==> src/rtl/instr_loader.sv <==
// Byte-stream instruction loader: sync byte, 16-bit LE word count, LE 32-bit words -> CPU write port.
// Define INSTR_LOADER_CHECKSUM_EN to require a trailing XOR checksum byte before CPU release.
module instr_loader #(
  parameter int unsigned MAX_WORDS      = 1024,
  parameter int unsigned TIMEOUT_CYCLES = 65535,
  parameter logic [7:0]  SYNC_BYTE      = 8'hA5
) (
  input  logic        clk_i,
  input  logic        rst_i,
  input  logic        byte_valid_i,
  input  logic [7:0]  byte_i,
  output logic        byte_ready_o,
  output logic        wr_instr_en_o,
  output logic [31:0] wr_instr_o,
  output logic [15:0] wr_addr_o,
  output logic        cpu_rst_o,
  output logic        busy_o,
  output logic        done_o,
  output logic        error_o,
  output logic [15:0] word_cnt_o,
  output logic [2:0]  dbg_state_o
);
  // Handshake: byte_ready_o is always 1, so a byte transfers on every posedge where byte_valid_i=1.

  typedef enum logic [2:0] {
    S_IDLE   = 3'd0,
    S_LEN_LO = 3'd1,
    S_LEN_HI = 3'd2,
    S_DATA   = 3'd3,
    S_CHK    = 3'd4,
    S_DONE   = 3'd5,
    S_ERROR  = 3'd6
  } state_t;

`ifdef INSTR_LOADER_CHECKSUM_EN
  localparam state_t S_FINAL = S_CHK;
`else
  localparam state_t S_FINAL = S_DONE;
`endif

  localparam int unsigned TO_W    = (TIMEOUT_CYCLES < 2) ? 1 : $clog2(TIMEOUT_CYCLES);
  localparam logic [TO_W-1:0] TO_LAST = TO_W'(TIMEOUT_CYCLES - 1);
  localparam logic [15:0]     MAX_W   = 16'(MAX_WORDS);

  state_t            r_state;
  state_t            w_state_next;
  logic [15:0]       r_len;
  logic [23:0]       r_word;
  logic [1:0]        r_byte_idx;
  logic [15:0]       r_word_cnt;
  logic [TO_W-1:0]   r_to_cnt;
  logic              r_wr_en;
  logic [31:0]       r_wr_instr;
  logic [15:0]       r_wr_addr;

  logic              w_accept;
  logic              w_sync;
  logic              w_active;
  logic              w_timeout;
  logic              w_start;
  logic              w_word_done;
  logic              w_last_word;
  logic [15:0]       w_len_new;

  assign w_accept    = byte_valid_i;
  assign w_sync      = (byte_i == SYNC_BYTE);
  assign w_active    = (r_state == S_LEN_LO) || (r_state == S_LEN_HI) ||
                       (r_state == S_DATA)   || (r_state == S_CHK);
  // An accepted byte on the limit cycle wins over the timeout.
  assign w_timeout   = w_active && !w_accept && (r_to_cnt == TO_LAST);
  assign w_len_new   = {byte_i, r_len[7:0]};
  assign w_last_word = ((r_word_cnt + 16'd1) == r_len);

`ifdef INSTR_LOADER_CHECKSUM_EN
  logic [7:0] r_csum;

  always_ff @(posedge clk_i) begin
    if (rst_i) begin
      r_csum <= 8'h00;
    end else if (w_start) begin
      r_csum <= 8'h00;
    end else if (w_accept && ((r_state == S_LEN_LO) || (r_state == S_LEN_HI) ||
                              (r_state == S_DATA))) begin
      r_csum <= r_csum ^ byte_i;
    end
  end
`endif

  always_comb begin
    w_state_next = r_state;
    w_start      = 1'b0;
    w_word_done  = 1'b0;
    case (r_state)
      S_IDLE, S_DONE, S_ERROR: begin
        if (w_accept && w_sync) begin
          w_state_next = S_LEN_LO;
          w_start      = 1'b1;
        end
      end
      S_LEN_LO: begin
        if (w_accept) w_state_next = S_LEN_HI;
      end
      S_LEN_HI: begin
        if (w_accept) begin
          if (w_len_new == 16'd0)     w_state_next = S_FINAL;
          else if (w_len_new > MAX_W) w_state_next = S_ERROR;
          else                        w_state_next = S_DATA;
        end
      end
      S_DATA: begin
        if (w_accept && (r_byte_idx == 2'd3)) begin
          w_word_done = 1'b1;
          if (w_last_word) w_state_next = S_FINAL;
        end
      end
`ifdef INSTR_LOADER_CHECKSUM_EN
      S_CHK: begin
        if (w_accept) w_state_next = (byte_i == r_csum) ? S_DONE : S_ERROR;
      end
`endif
      default: w_state_next = S_IDLE;
    endcase
    if (w_timeout) w_state_next = S_ERROR;
  end

  always_ff @(posedge clk_i) begin
    if (rst_i) begin
      r_state    <= S_IDLE;
      r_len      <= 16'd0;
      r_word     <= 24'd0;
      r_byte_idx <= 2'd0;
      r_word_cnt <= 16'd0;
      r_to_cnt   <= '0;
      r_wr_en    <= 1'b0;
      r_wr_instr <= 32'd0;
      r_wr_addr  <= 16'd0;
    end else begin
      r_state <= w_state_next;
      r_wr_en <= w_word_done;
      if (w_word_done) begin
        r_wr_instr <= {byte_i, r_word};
        r_wr_addr  <= r_word_cnt;
      end
      // The count advances at the end of the strobe cycle; a new frame start takes priority.
      if (w_start)      r_word_cnt <= 16'd0;
      else if (r_wr_en) r_word_cnt <= r_word_cnt + 16'd1;
      if (w_accept || !w_active) r_to_cnt <= '0;
      else                       r_to_cnt <= r_to_cnt + TO_W'(1);
      if (w_start) r_byte_idx <= 2'd0;
      if (w_accept) begin
        case (r_state)
          S_LEN_LO: r_len[7:0]  <= byte_i;
          S_LEN_HI: r_len[15:8] <= byte_i;
          S_DATA: begin
            r_byte_idx <= r_byte_idx + 2'd1;
            case (r_byte_idx)
              2'd0:    r_word[7:0]   <= byte_i;
              2'd1:    r_word[15:8]  <= byte_i;
              2'd2:    r_word[23:16] <= byte_i;
              default: ;
            endcase
          end
          default: ;
        endcase
      end
    end
  end

  assign byte_ready_o  = 1'b1;
  assign wr_instr_en_o = r_wr_en;
  assign wr_instr_o    = r_wr_instr;
  assign wr_addr_o     = r_wr_addr;
  assign cpu_rst_o     = !((r_state == S_DONE) && !(w_accept && w_sync));
  assign busy_o        = w_active;
  assign done_o        = (r_state == S_DONE);
  assign error_o       = (r_state == S_ERROR);
  assign word_cnt_o    = r_word_cnt;
  assign dbg_state_o   = r_state;

endmodule

==> config.mk <==
export PLATFORM = sky130hd
export DESIGN_NAME = instr_loader
export DESIGN_NICKNAME = d
export VERILOG_FILES = /design/src/rtl/instr_loader.sv
export SDC_FILE = /design/constraint.sdc
export NUM_CORES = 1
export LEC_CHECK = 0
export CAP_MARGIN = 20
export CORE_MARGIN = 2
export CORE_UTILIZATION = 30
export CTS_CLUSTER_DIAMETER = 50
export DETAILED_ROUTE_END_ITERATION = 10
export HOLD_SLACK_MARGIN = 0.05
export MAX_ROUTING_LAYER = met4
export SLEW_MARGIN = 5
export SYNTH_ARGS = -nofsm -noshare
export SYNTH_HDL_FRONTEND = slang
export SYNTH_SLANG_ARGS = --single-unit
==> constraint.sdc <==
create_clock -name clk_i -period 3.85 [get_ports clk_i]
set_clock_uncertainty 0.2 [all_clocks]
set_input_delay 0.9625 -clock clk_i [delete_from_list [all_inputs] [get_ports clk_i]]
set_output_delay 0.9625 -clock clk_i [all_outputs]
set_load 0.02 [all_outputs]
==> reports/metrics.cfg <==
[worst_setup_path]
ff2ff_path_depth = 8
cp_top_family = buffers and inverters
crit_chain = clkdlybuf4s50_1 > or3_4 > nor4b_4 > buf_4 > nand2b_1 > clkdlybuf4s15_1
startpoint = byte_i[3]
critPathLaunchType = input port
worst-path-buf-inv = 3
cpPeakStageDelay_ns = 0.42
cp_slowest_cell = clkdlybuf4s50_1
crit_path_end_kind = output pin
worstPathRequired_ns = 2.69
crit_type = input port to output pin
path_max_fanout = 2
worst-endpoint-arrival_ns = 2.63
worst-path-stages = 6
r2r_start = word_cnt_o[1]

[place]
placed_area_um2 = 6626
place.gp.congestion = 0.7995
io_buffers = 82
dp_cells = 984
hpwl_um = 9912

[timing]
hold_violations = 0
rsz0062_at_grt = false
worstMarginPinSlew_ns = 0.5953
setup_viol = 0
fmax_mhz = 263.6
fin_crit_ns = 3.794
worst_hold_slack_ns = 0.2498
slew_headroom_pct = 59.90
timing.final.crit_share_pct = 98.54
slew_violations = 0

[synthesis]
synth_top_area_cell = dfxtp_1
syn_area_um2 = 5574
synth.distinct_cells = 54
ys_seq_area_share_pct = 45.25
ys_seq_elements = 126
syn_avg_cell_area_um2 = 7.840
synth_area_leaders = dfxtp_1 45%, nand2_1 12%, a21oi_1 8.9%, nand3_1 4.2%, xor2_1 3.8%
synthFlopType = dfxtp_1
synthCells = 711
synth-edff-count = 0
syn_nets = 729
yosysWarningCount = 0
async_reset_ff_share_pct = 0
synth_top_area_share_pct = 45.25

[global_routing]
grt_pass1_vias = 4598
grt_pass1_wl_um = 23780
antenna_found_initial = 0
grt_max_degree = 76
groute.usage.overall_pct = 15.69
overflow = 0

[layout]
nets = 792
layout-drive-gt1-share_pct = 8.025
diodes = 0
layoutNonFillerInstCount = 1014
final_area_um2 = 7267
syn2layout_area_growth_pct = 30.37
layout_commonest_cell = nand2_1
mostFrequentLayoutCells = 171 x nand2_1, 126 x dfxtp_1, 99 x a21oi_1, 80 x clkdlybuf4s50_1, 47 x nand3_1

[detailed_routing]
drtIter0Drc = 378
firstDrtPassIters = 4
remaining_drc_errors = 0
viasPerCell = 4.807
num_vias = 4874
finalWirelength_um = 14540
avgRoutedWirePerCell_um = 14.34
postRouteAntennaNets = 0

[min_path]
min_path_type = flip-flop to flip-flop
hold_start = r_word[2]
worstHoldPathCells = 2

[pwr]
p_per_area_nw_per_um2 = 437.9
leakagePower_nw = 2.386
p_switching_mw = 0.6863
clockPowerShare_pct = 55.1
p_comb_share_pct = 3.4
internal_power_mw = 2.496
ir_drop_mv = 0.3015
switching_share_pct = 21.57
p_seq_share_pct = 41.4

[floorplan]
dieArea_um2 = 19690
rows = 49
io_pins = 84
die_y_um = 140.3
start_util_pct = 30.82
die_x_um = 140.3
coreArea_um2 = 18090

[clock_network]
cts.path.max_buffers = 2
cts_buffers = 17
post_cts_buffers = 0
clk_pin_slew_ns = 0.06
clock_latency_ns = 0.42
cts.root.buffer_cell = clkbuf_16
cts_tree = done
h-tree-depth = 4
clock-sinks = 126

[run]
cap_viol_max_count = 0

[outcome]
status = finished clean

## cells by family after synthesis
family          Yosys count  synth area share, %
compound gates          130                13.18
simple gates            331                27.30
xor+xnor                 47                7.385
buf+inv                  66                4.714
other cells               1              0.06728
mux                       3               0.5387
flops                   126                45.25
fa+ha+maj                 7                1.571
## synth_stat cells (3+ instances only)
master    instances
nor4_1            4
nand4_1          10
nor3_1            8
nand2b_1          5
nor3b_1           4
xor2_1           24
mux2i_1           3
and2_1            3
o21ai_0           7
nand3_1          47
nand2_1         172
and3_1            9
nor2_1           45
or2_2             3
dfxtp_1         126
buf_2             9
a21oi_1          99
ha_1              7
clkbuf_1         47
or3_1             5
inv_1             7
nor2b_1           4
xnor2_1          23
## path summary, 6_finish.rpt
kind	to	slack, ns
worst max-delay path	cpu_rst_o	0.06
worst min-delay path	wr_instr_o[2]	0.25
worst max register to register	dbg_state_o[1]	0.84
worst min register to register	wr_instr_o[2]	0.25
## per-layer routing
metal  vias to the layer above  global-route usage, %  share of wire (%)
li1                       2512                      -                  -
met1                      2233                  20.51                 47
met2                       115                  23.25                 46
met3                        14                  4.205                5.5
met4                         0                  5.901                1.4
met5                         -                      -                  0
## power by group through the flow
stage | Combinational, mW | Clock (mW) | Sequential (mW)
after floorplan | 0.0658 | 0 | 1.34
after global placement | 0.111 | 0 | 1.35
after detailed placement | 0.110 | 0 | 1.35
after CTS | 0.111 | 1.79 | 1.32
after global routing | 0.120 | 1.85 | 1.32
final | 0.110 | 1.75 | 1.32
## flip-flops by register name, indices dropped and copies added (netlist names)
register       count
r_byte_idx         2
r_len             16
wr_addr_o         16
wr_instr_o        32
word_cnt_o        16
wr_instr_en_o      1
r_word            24
r_to_cnt          16
dbg_state_o        3
## layout make-up
| class | count | area, um2 |
|---|---|---|
| fillers | 1849 | 10820 |
| clock inverters | 13 | 215.2 |
| inverters | 7 | 26.28 |
| repair buffers | 103 | 998.5 |
| multi-input cells | 519 | 2793 |
| well taps | 229 | 286.5 |
| clock buffers | 17 | 425.4 |
| flip-flops and latches | 126 | 2522 |
## stage by stage
step / util, % / total power, mW / worst slack, ns / setup TNS, ns
after global placement: 36.64 / 1.458 / -0.2497 / -0.2529
after detailed placement: 36.64 / 1.458 / -0.2465 / -0.2540
final: 40.18 / 3.182 / 0.05628 / 0
after floorplan: - / 1.410 / 0.7115 / 0
after global routing: 40.18 / 3.286 / 0.008094 / 0
after CTS: 40.17 / 3.218 / 0.008418 / 0
## tightest hold or removal path, delay by kind of cell, from the launching register on
kind	cells	cell delay (ns)
AO/OA/AOI/OAI	1	0.05
flip-flops	1	0.31
AND/OR/NAND/NOR	1	0.05
## what timing repair did
item / CTS / global route
hold buffers: 0 / 0
pin swaps: 0 / 0
resized for setup: 1 / 1
endpoints found under the setup margin: 1 / 1
Power figures use the tool's default switching activity.
